**config.mk**
```make
export PLATFORM = sky130hd
export DESIGN_NAME = reg_scoreboard
export DESIGN_NICKNAME = d
export VERILOG_FILES = /design/src/rtl/reg_scoreboard_pkg.sv /design/src/rtl/reg_scoreboard_sb_counter.sv /design/src/rtl/reg_scoreboard.sv
export SDC_FILE = /design/constraint.sdc
export NUM_CORES = 1
export LEC_CHECK = 0
export CAP_MARGIN = 15
export CORE_AREA = 2 2 109 111
export CTS_CLUSTER_DIAMETER = 80
export CTS_CLUSTER_SIZE = 40
export DETAILED_ROUTE_END_ITERATION = 12
export DIE_AREA = 0 0 111 113
export PLACE_DENSITY_LB_ADDON = 0.12
export RECOVER_POWER = 100
export SYNTH_ARGS = -nofsm -noshare
export SYNTH_HDL_FRONTEND = slang
export SYNTH_SLANG_ARGS = --single-unit
```
**constraint.sdc**
```tcl
create_clock -name clk -period 5.47 [get_ports clk]
set_input_delay 0.8205 -clock clk [delete_from_list [all_inputs] [get_ports clk]]
set_output_delay 0.8205 -clock clk [all_outputs]
set_load 0.005 [all_outputs]
```
**src/rtl/reg_scoreboard_pkg.sv**
```systemverilog
// reg_scoreboard_pkg
//   Shared constants and instruction-field helpers for the register
//   scoreboard: register count, pending-counter width, instruction field
//   positions and the register-writing opcode classifier.
package reg_scoreboard_pkg;

   localparam int NREG     = 16;
   localparam int ADDR_W   = 4;
   localparam int SB_CNT_W = 2;

   localparam int INSTR_W  = 24;
   localparam int OPC_HI   = 23;
   localparam int OPC_LO   = 16;
   localparam int DEST_HI  = 15;
   localparam int DEST_LO  = 12;

   // Opcodes in class 2'b11 (stores, branches, system ops) leave the
   // register file untouched; every other opcode writes its destination.
   function automatic logic reg_write_fn(input logic [7:0] opc);
      return (opc[7:6] != 2'b11);
   endfunction

endpackage

```
**src/rtl/reg_scoreboard_sb_counter.sv**
```systemverilog
// sb_counter
//   Pending-write counter for one register.
//   clk, rst : pipeline clock, synchronous active-high reset
//   clr      : flush, clears the count (rst wins, same effect)
//   inc, dec : accepted issue / accepted writeback to this register
//   cnt      : current pending count
//   nonzero  : cnt != 0 (busy)
//   full     : cnt == maximum, no further issue allowed
import reg_scoreboard_pkg::*;

module sb_counter #(
   parameter int CNT_W = SB_CNT_W
) (
   input  logic             clk,
   input  logic             rst,
   input  logic             clr,
   input  logic             inc,
   input  logic             dec,
   output logic [CNT_W-1:0] cnt,
   output logic             nonzero,
   output logic             full
);

   localparam logic [CNT_W-1:0] MAXCNT = {CNT_W{1'b1}};
   localparam logic [CNT_W-1:0] ONE    = {{(CNT_W-1){1'b0}}, 1'b1};

   always_ff @(posedge clk) begin
      if (rst || clr) begin
         cnt <= '0;
      end else if (inc && !dec && !full) begin
         cnt <= cnt + ONE;
      end else if (dec && !inc && nonzero) begin
         cnt <= cnt - ONE;
      end
   end

   assign nonzero = (cnt != '0);
   assign full    = (cnt == MAXCNT);

endmodule

```
**src/rtl/reg_scoreboard.sv**
```systemverilog
// reg_scoreboard
//   Tracks in-flight register writes between decode issue and writeback.
//   clk, rst      : pipeline clock, synchronous active-high reset
//   id_src_gp     : decode source register
//   id_tgt_gp     : decode second source register
//   issue_valid   : decode instruction leaves ID this cycle
//   issue_instr   : issuing instruction (opcode [23:16], dest [15:12])
//   wb_valid      : register-file write this cycle
//   wb_addr       : register written
//   flush         : cancel all in-flight writes
//   busy          : per-register pending-write flag (registered)
//   stall         : decode stall (combinational)
//   err_underflow : sticky, writeback to a register with nothing pending
//   err_issue     : sticky, issue attempted while stalled
import reg_scoreboard_pkg::*;

module reg_scoreboard (
   input  logic               clk,
   input  logic               rst,
   input  logic [ADDR_W-1:0]  id_src_gp,
   input  logic [ADDR_W-1:0]  id_tgt_gp,
   input  logic               issue_valid,
   input  logic [INSTR_W-1:0] issue_instr,
   input  logic               wb_valid,
   input  logic [ADDR_W-1:0]  wb_addr,
   input  logic               flush,
   output logic [NREG-1:0]    busy,
   output logic               stall,
   output logic               err_underflow,
   output logic               err_issue
);

   logic [NREG-1:0]   full_vec;
   logic [NREG-1:0]   inc_vec;
   logic [NREG-1:0]   dec_vec;
   logic [ADDR_W-1:0] dest;
   logic              writes;
   logic              dest_full;
   logic              issue_accept;
   logic              wb_accept;
   logic              wb_underflow;

   assign writes       = reg_write_fn(issue_instr[OPC_HI:OPC_LO]);
   assign dest         = issue_instr[DEST_HI:DEST_LO];
   assign dest_full    = writes && full_vec[dest];
   assign stall        = busy[id_src_gp] || busy[id_tgt_gp] || dest_full;

   assign issue_accept = issue_valid && writes && !stall && !flush;
   assign wb_accept    = wb_valid && busy[wb_addr] && !flush;
   assign wb_underflow = wb_valid && !busy[wb_addr];

   always_comb begin
      inc_vec = '0;
      dec_vec = '0;
      if (issue_accept) inc_vec[dest]    = 1'b1;
      if (wb_accept)    dec_vec[wb_addr] = 1'b1;
   end

   for (genvar r = 0; r < NREG; r++) begin : g_cnt
      logic [SB_CNT_W-1:0] cnt_unused;
      sb_counter #(.CNT_W(SB_CNT_W)) u_cnt (
         .clk     (clk),
         .rst     (rst),
         .clr     (flush),
         .inc     (inc_vec[r]),
         .dec     (dec_vec[r]),
         .cnt     (cnt_unused),
         .nonzero (busy[r]),
         .full    (full_vec[r])
      );
   end

   // Error checks are masked during flush; flags survive flush, not rst.
   always_ff @(posedge clk) begin
      if (rst) begin
         err_underflow <= 1'b0;
         err_issue     <= 1'b0;
      end else if (!flush) begin
         if (wb_underflow)         err_underflow <= 1'b1;
         if (issue_valid && stall) err_issue     <= 1'b1;
      end
   end

endmodule
```
Yosys cells after proc, flatten, opt, wreduce, memory -nomap -nowiden
Cells that the tools add are included.
- register bits: 34
- input bits: 41
- logic and storage cells: 282
- bitwise gates (word level): 1
- equality and inequality tests: 17
- magnitude comparators: 6
- multiplexer cells: 46
- reductions and logical operators: 162
- add/subtract/negate cells: 32
- operators with widths (cell ; count):
    1-bit logical AND ; 74
    2-bit 2-to-1 mux ; 32
    2-bit nonzero test ; 32
    1-bit logical NOT ; 51
    2-bit by 1-bit adder with 2-bit output (second input constant) ; 16
    2-bit equality test (second input constant) ; 16
    16-bit 2-to-1 mux ; 2
    2-bit by 1-bit subtractor with 2-bit output (second input constant) ; 16
    4-bit by 5-bit < comparator with 1-bit output (second input constant) ; 4
    1-bit binary-select mux with 4-bit select ; 4
    1-bit demux with 4-bit select ; 2
    4-bit by 1-bit >= comparator with 1-bit output (second input constant) ; 2
    1-bit 2-to-1 mux ; 6
    2-bit AND reduction ; 2
    1-bit logical OR ; 3
    2-bit inequality test (second input constant) ; 1
    1-bit NOT ; 1

Logic depth before layout (Yosys ltp)
Gate-level depths: netlist of run 1.
- word-level depth: 14
- gate-level depth with buffers: 11
- gate-level depth less buffers: 9

Modules after synthesis
From an unflattened synthesis of run 1, not the netlist that was laid out.
- cells, all modules: 338
- area total of the unflattened synthesis: 3012.9 um2
- by module, submodules not included (module ; sequential area each (um2) ; cells each ; times used ; area each (um2)):
    sb_counter ; 40.0 ; 14 ; 16 ; 125.1
    reg_scoreboard ; 40.0 ; 114 ; 1 ; 1011.0

Least setup slack after synthesis of run 1
No wires, ideal clock.
- path kind: input-to-output
- start: in issue_instr[12]
- end: out stall
- data required time: 4.649 ns
- slack: 2.274 ns
- stages on the path: 8
- buffers on the path: 3
- arrival time: 2.375 ns
- cells stage by stage: buf_4 -> and2_1 -> a22o_1 -> o21ai_0 -> o211a_1 -> buf_2 -> buf_1 -> nand2b_1
- cells in the longest elaborated chain, start to end: 4
- RTL lines (element ; line ; source):
    start: declaration ; reg_scoreboard.sv:23 ; input logic [INSTR_W-1:0] issue_instr,
    1-bit binary-select mux with 4-bit select ; reg_scoreboard.sv:45 ; assign dest_full = writes && full_vec[dest];
    1-bit 2-to-1 mux (not written as such) ; reg_scoreboard.sv:45 ;
    1-bit logical AND ; reg_scoreboard.sv:45 ;
    1-bit logical OR ; reg_scoreboard.sv:46 ; assign stall = busy[id_src_gp] || busy[id_tgt_gp] || dest_full;
    end: declaration ; reg_scoreboard.sv:28 ; output logic stall,
Every way passes these cells. The select of a mux whose other input is x is not followed.

Worst setup path in the final report of run 1
- start: in id_src_gp[0]
- end: out stall
- cells in the longest elaborated chain, start to end: 4
- RTL lines (element ; line ; source):
    start: declaration ; reg_scoreboard.sv:20 ; input logic [ADDR_W-1:0] id_src_gp,
    1-bit binary-select mux with 4-bit select ; reg_scoreboard.sv:46 ;
    1-bit 2-to-1 mux (not written as such) ; reg_scoreboard.sv:46 ;
    1-bit logical OR (2 in a row) ; reg_scoreboard.sv:46 ;
Every way passes these cells. The select of a mux whose other input is x is not followed.

==> results of run 1 <==
[cells in the mapped netlist, drive strengths merged, types with 3 or more instances]
master / count
xnor2: 10
buf: 21
nor3b: 6
a21oi: 15
mux4: 10
nand3: 21
dfxtp: 34
nand2: 24
nor2: 33
and3: 4
nor3: 21
a22o: 3
and2: 6
clkbuf: 10
or2: 13
xor2: 10
mux2i: 3
nor2b: 15
a21o: 4
a211oi: 5
nand2b: 9
inv: 15
a31oi: 7
o31a: 3
o21ai: 31
nor4: 5
[worst paths after layout]
check                                                      endpoint  slack (ps)  cells past startpoint                           startpoint
worst min register to register               err_issue$_SDFFE_PP0P_         470                      2               err_issue$_SDFFE_PP0P_
worst max-delay path                                          stall        1080                      7                         id_src_gp[0]
worst min-delay path                         err_issue$_SDFFE_PP0P_         470                      2               err_issue$_SDFFE_PP0P_
worst max register to register  g_cnt[12].u_cnt.cnt[0]$_SDFFE_PP0P_        2290                      9  g_cnt[15].u_cnt.cnt[0]$_SDFFE_PP0P_
[final cells by class]
cell class,instances,share of cell area (%)
inverters,15,1.685
repair buffers,44,12.85
flip-flops and latches,34,20.37
well taps,143,5.356
clock inverters,1,0.8989
multi-input cells,282,54.87
clock buffers,7,3.970
[per-layer routing]
layer	track usage [%]	wire, µm	part of all wire [%]	vias up
met5	0	0	0	-
met4	3.667	55	0.62	0
li1	-	-	-	1316
met3	3.482	424	4.8	4
met2	23.11	3901	44	61
met1	19.83	4514	51	1236
[flip-flops by register name, summed over array words and instances (netlist names)]
| signal | count |
|---|---|
| err_issue | 1 |
| err_underflow | 1 |
| g_cnt.u_cnt.cnt | 32 |
[per-stage QoR]
step           cells  utilization (%)  power [W]  hold WS (ps)  instance area, µm²
6_report         526            29.64  0.0006555         471.3                3341
5_1_grt          526            29.64  0.0006832         496.3                3341
4_1_cts          526            30.05  0.0006697         481.0                3387
3_5_place_dp     518            28.60  0.0003388         466.8                3224
3_3_place_gp     518            28.60  0.0003389         458.7                3224
2_1_floorplan    362                -  0.0002995         460.4                2805
[layout by cell type (no fill, tap or decap), types with 2 or more instances in the layout]
| master | instances |
|---|---|
| mux4_2 | 10 |
| o21ai_1 | 3 |
| o21ai_0 | 28 |
| nand4_1 | 2 |
| nor4b_1 | 2 |
| a211oi_1 | 4 |
| nor4_1 | 5 |
| nor3b_1 | 6 |
| o31a_1 | 3 |
| or2_0 | 7 |
| nor2_1 | 33 |
| nor2b_1 | 15 |
| buf_4 | 2 |
| o21a_1 | 2 |
| a21o_1 | 4 |
| a22o_1 | 3 |
| mux2i_1 | 3 |
| and2_0 | 2 |
| nand2b_1 | 9 |
| dfxtp_1 | 34 |
| xnor2_1 | 10 |
| nor3_1 | 20 |
| dlygate4sd3_1 | 15 |
| and3_1 | 4 |
| a21oi_1 | 15 |
| clkdlybuf4s50_1 | 26 |
| a31oi_1 | 7 |
| clkbuf_16 | 5 |
| nand3_1 | 21 |
| and2_1 | 4 |
| nand2_1 | 24 |
| o31ai_1 | 2 |
| and4b_1 | 2 |
| inv_1 | 15 |
| clkbuf_1 | 3 |
| xor2_1 | 10 |
| or2_2 | 6 |
[kinds of logic (layout without fill, tap and decap cells)]
| logic type | count (synthesis) | in the layout | synth area share (%) |
|---|---|---|---|
| xor gates and xnor gates | 20 | 20 | 6.244 |
| muxes | 14 | 14 | 9.501 |
| buffers and inverters | 46 | 67 | 8.876 |
| and+or+nand+nor | 168 | 168 | 33.32 |
| DFF | 34 | 34 | 24.26 |
| AOI/OAI and AO/OA | 80 | 80 | 17.80 |
[power groups by stage]
stage	logic [W]	registers (W)	clock network, W
3_3_place_gp	0.0000834	0.000255	0
5_1_grt	0.0000859	0.000250	0.000347
6_report	0.0000796	0.000250	0.000326
4_1_cts	0.0000836	0.000250	0.000336
2_1_floorplan	0.0000442	0.000255	0
3_5_place_dp	0.0000834	0.000255	0
[worst max-delay path: cells and delay by family]
family | cells | cell delay [ps]
AOI/OAI and AO/OA | 2 | 390
and+or+nand+nor | 2 | 430
buffers and inverters | 2 | 1340
muxes | 1 | 570
==> reports/qor.csv, run 1 <==
stage,metric,value,unit
sta,Worst-Margin Slew,853.9,ps
critical_path,Crit Path Category,input pin to output pin,
pwr,pwr/cell area,196.2,mW/mm²
critical_path,Crit path arrival time,3570,ps
pwr,register share of total power,38.1,%
pwr,sw frac,24.09,%
clocking,CTS tree,done,
critical_path,startpoint types,input pin,
routing,final wirelength,8896,µm
clocking,H-tree depth,2,
placement,pre-CTS setup slack,1194,ps
clocking,Post-CTS Resized,0,
critical_path,CP required,4650,ps
die,Die ar.,0.01254,mm²
final_layout,layout cell share with drive strength beyond 1,7.311,%
die,IO Count,60,
die,initial core utilization,24.89,%
synthesis,ys flop type,dfxtp_1,
sta,Slew Limit Headroom,43.07,%
synthesis,Post-synth EDFFs,0,
sta,RSZ-0062 raised after global routing,false,
clocking,Hold Buf Count CTS,0,
routing,routed via count,2617,
final_layout,nets,423,
critical_path,Crit path top cell by count,dlygate4sd3_1,
final_layout,area grow syn2layout,19.09,%
synthesis,post-synth cell types,54,
run,Max Cap Viol,0,
critical_path,CP max stage delay,760,ps
sta,max-slew violations,0,
die,chip height,113,µm
final_layout,fillcell total,1230,
sta,skew final,5.870,ps
sta,Final Hold Vio Count,0,
placement,GP Congestion,0.8054,
routing,routed len/inst,16.91,µm
pwr,Clock Power Share,49.7,%
sta,Fin Setup TNS,0,ps
clocking,"Clk pin slew, worst setup/hold paths",60,ps
critical_path,critical path cell sequence,dlygate4sd3_1 > mux4_2 > a21o_1 > a2bb2oi_1 > and4b_1 > nand2b_1 > dlygate4sd3_1,
synthesis,Synth area leaders,"dfxtp_1, mux4_2, buf_4, o21ai_0, nor2_1",
critical_path,Worst Path Max Fanout,9,
final_layout,footprint of the multi-input gates,0.001833,mm²
sta,# setup viols final,0,
routing,Pre-antenna DRT Iters,5,
clocking,Max clock buf depth,2,
synthesis,synth warn,0,
global_route,Overflow after GRT,0,
global_route,GRT Util Overall,14.50,%
synthesis,largest area contributor in the netlist,dfxtp_1,
placement,Post-DP HPWL,6798,µm
outcome,status,completed,
clocking,Num CTS Buffers,5,
sta,fmax,227.7,MHz
clocking,root buffer cell,clkbuf_16,
routing,ANT nets after route,0,
critical_path,Critical Path Sink Type,output pin,
synthesis,"FFs w/ async S/R, synth",0,%
global_route,vias in the first global route,2605,
clocking,setup bufs post-CTS,0,
sta,setup ws final,1079,ps
critical_path,slowest CP cell,dlygate4sd3_1,
clocking,Sink Count,34,
placement,Port Buf Inserts,41,
routing,drt drc,0,
routing,DRT iter0 DRCs,128,
die,FP Rows,39,
global_route,pin count of the biggest net entering global routing,33,
synthesis,Mapped Cells,362,
clocking,clock latency on the worst-skew pair,280,ps
synthesis,Synth Net Count,403,
hold_path,worst hold-check path type,flop to flop,
sta,post-route clock period utilization,80.28,%
pwr,combinational share of power,12.1,%
pwr,P_leak,1.192,nW
final_layout,Antenna Cells,0,
die,Die W,111,µm
synthesis,register area share after synthesis,24.26,%
pwr,peak supply drop,110.8,µV
synthesis,post-synth top area share,24.26,%
global_route,global-route wire length before repair,14190,µm
final_layout,sequential cell area,680.7,µm²
synthesis,register bit count reported by yosys,34,
sta,fin crit period,4391,ps
pwr,P_int,0.0004976,W
pwr,Switch Pwr,0.0001579,W
die,Core ar.,0.01127,mm²
global_route,antenna violations before repair,0,
synthesis,syn_area_per_cell,7.749,µm²
synthesis,Netlist Area Pre-Place,0.002805,mm²
routing,vias per inst,4.975,
No activity file was read; power rests on OpenSTA's default activity.
==> run 2: changes to the inputs <==
==> constraint.sdc (replaced) <==
create_clock -name clk -period 4.1 [get_ports clk]
set_input_delay 0.615 -clock clk [delete_from_list [all_inputs] [get_ports clk]]
set_output_delay 0.615 -clock clk [all_outputs]
set_load 0.005 [all_outputs]
==> reports/qor.csv, run 2 (synthesis results as in run 1) <==
stage,metric,value,unit,change
outcome,status,completed,,
clocking,"Clk pin slew, worst setup/hold paths",60,ps,about the same
critical_path,Reg2Reg Setup Slack,850,ps,-1440 ps
final_layout,"most common cell after layout, fill and taps aside",dfxtp_1,,
clocking,root buffer cell,clkbuf_16,,
clocking,Num CTS Buffers,5,,unchanged
pwr,combinational share of power,13.5,%,+1.4 points
sta,fmax,261.1,MHz,
final_layout,Reg with most FFs,g_cnt.u_cnt.cnt,,
routing,final wirelength,9010,µm,+1.3%
sta,post-route clock period utilization,93.41,%,
run,Max Cap Viol,0,,unchanged
critical_path,Critical R2R Capture,g_cnt[1].u_cnt.cnt[0]$_SDFFE_PP0P_,,
die,Die ar.,0.01254,mm²,unchanged
sta,setup ws final,270.2,ps,-808.4 ps
pwr,P_int,0.0006217,W,+25%
routing,drt drc,0,,unchanged
routing,routed len/inst,16.87,µm,-0.24%
sta,Slew Limit Headroom,34.59,%,-8.5 points
critical_path,FF-to-FF path depth,9,,unchanged
routing,DRT iter0 DRCs,175,,+37%
final_layout,nets,431,,+1.9%
pwr,pwr/cell area,244.8,mW/mm²,+25%
sta,Worst-Margin Slew,981.2,ps,+127.3 ps
die,IO Count,60,,unchanged
sta,Fin Setup TNS,0,ps,unchanged
critical_path,slowest CP cell,dlygate4sd3_1,,
pwr,P_leak,1.230,nW,+3.2%
final_layout,layout cell share with drive strength beyond 1,9.463,%,+2.2 points
critical_path,CP required,3480,ps,-1170 ps
sta,fin crit period,3830,ps,
die,FP Rows,39,,unchanged
hold_path,WHS Path Cells,2,,unchanged
die,Core ar.,0.01127,mm²,unchanged
pwr,register share of total power,40.3,%,+2.2 points
global_route,Overflow after GRT,0,,unchanged
hold_path,Hold EP,err_issue$_SDFFE_PP0P_,,
routing,ANT nets after route,0,,unchanged
critical_path,Crit path arrival time,3210,ps,-360 ps
clocking,clock latency on the worst-skew pair,280,ps,about the same
critical_path,dominant delay contributor by cell family on the critical path,buffers and inverters,,
final_layout,final std cells w/o fill,534,,+1.5%
placement,Placed Cells,526,,+1.5%
placement,Port Buf Inserts,41,,unchanged
sta,# setup viols final,0,,unchanged
global_route,antenna violations before repair,0,,unchanged
clocking,H-tree depth,2,,unchanged
placement,pre-CTS setup slack,287.6,ps,-906.6 ps
hold_path,worst hold-check path type,flop to flop,,
pwr,Switch Pwr,0.0002064,W,+31%
final_layout,max FFs per register,32,,unchanged
die,initial core utilization,24.89,%,unchanged
sta,RSZ-0062 raised after global routing,false,,
critical_path,CP max stage delay,610,ps,-150 ps
pwr,Clock Power Share,46.2,%,-3.5 points
final_layout,largest registers,"g_cnt.u_cnt.cnt (32), err_issue (1), err_underflow (1)",,
global_route,global-route wire length before repair,14420,µm,+1.7%
critical_path,Worst Path Max Fanout,4,,-5
critical_path,Critical Path Sink Type,output pin,,
placement,GP Congestion,0.8271,,+2.7%
clocking,CTS tree,done,,
pwr,sw frac,24.92,%,+0.83 points
routing,Pre-antenna DRT Iters,5,,unchanged
global_route,pin count of the biggest net entering global routing,33,,unchanged
sta,skew final,5.352,ps,-0.5182 ps
clocking,Hold Buf Count CTS,0,,unchanged
routing,routed via count,2659,,+1.6%
sta,max-slew violations,0,,unchanged
clocking,setup bufs post-CTS,0,,unchanged
sta,Final Hold Vio Count,0,,unchanged
die,Die W,111,µm,unchanged
routing,vias per inst,4.979,,about the same
critical_path,Crit path buffers/inverters,3,,+1
placement,Post-DP HPWL,7007,µm,+3.1%
final_layout,"commonest cells after routing, fill and taps aside","dfxtp_1, nor2_1, o21ai_0",,
final_layout,area grow syn2layout,20.61,%,
hold_path,hold path start,err_issue$_SDFFE_PP0P_,,
global_route,GRT Util Overall,14.64,%,+0.14 points
clocking,Max clock buf depth,2,,unchanged
die,chip height,113,µm,unchanged
global_route,vias in the first global route,2569,,-1.4%
critical_path,worst r2r src,g_cnt[1].u_cnt.cnt[1]$_SDFFE_PP0P_,,
critical_path,startpoint types,input pin,,
final_layout,Antenna Cells,0,,unchanged
pwr,peak supply drop,160.6,µV,+45%
critical_path,Crit Path Category,input pin to output pin,,
critical_path,critical path cell sequence,dlygate4sd3_1 > inv_1 > mux4_2 > mux2i_1 > a2bb2oi_1 > and4b_1 > nand2b_1 > clkdlybuf4s50_1,,
clocking,Post-CTS Resized,0,,unchanged
clocking,Sink Count,34,,unchanged
## run 2: routing by layer
layer	vias up	GRT usage, %	wire [µm]
met5	-	0	0
met4	0	3.833	96
met3	9	2.303	329
met2	62	22.49	3949
met1	1257	21.40	4634
li1	1331	-	-
## run 2: worst register-to-register path: cells and delay by family (launching register included)
family | cells | cell delay (ps)
mux | 2 | 700
simple gates | 4 | 1270
flops | 1 | 330
compound gates | 2 | 430
buf+inv | 1 | 410
## run 2: how the worst max path moves through the flow
stage                     slack [ps]            start                                   to  cells past startpoint
after floorplan                 1320  issue_instr[12]                                stall                      8
after global placement           330  issue_instr[12]  g_cnt[12].u_cnt.cnt[0]$_SDFFE_PP0P_                      8
after detailed placement         290  issue_instr[12]  g_cnt[12].u_cnt.cnt[0]$_SDFFE_PP0P_                      8
after CTS                        370     id_tgt_gp[3]                                stall                      8
after global routing             120     id_tgt_gp[3]                                stall                      8
final                            270     id_tgt_gp[3]                                stall                      8
## run 2: final cells by class
type	instances	area, µm²
Fill cell	1213	7889
Multi-Input combinational cell	282	1838
Timing Repair Buffer	52	481.7
Sequential cell	34	680.7
Clock buffer	7	142.6
Tap cell	143	178.9
Inverter	15	56.30
Clock inverter	1	5.005
## run 2: per-stage QoR
| step | instance area (µm²) | power, W | utilization [%] | hold WS [ps] |
|---|---|---|---|---|
| 2_1_floorplan | 2805 | 0.0003996 | - | 460.4 |
| 6_report | 3383 | 0.0008281 | 30.01 | 463.8 |
| 3_3_place_gp | 3284 | 0.0004570 | 29.14 | 460.6 |
| 3_5_place_dp | 3284 | 0.0004570 | 29.14 | 459.2 |
| 5_1_grt | 3383 | 0.0008666 | 30.01 | 488.8 |
| 4_1_cts | 3432 | 0.0008452 | 30.45 | 473.0 |
## run 2: power groups by stage
stage               logic [W]  clock network, W  registers, W
floorplan           0.0000590                 0      0.000341
global placement     0.000116                 0      0.000341
global route         0.000122          0.000412      0.000334
finish               0.000112          0.000383      0.000334
CTS                  0.000117          0.000395      0.000334
detailed placement   0.000116                 0      0.000341
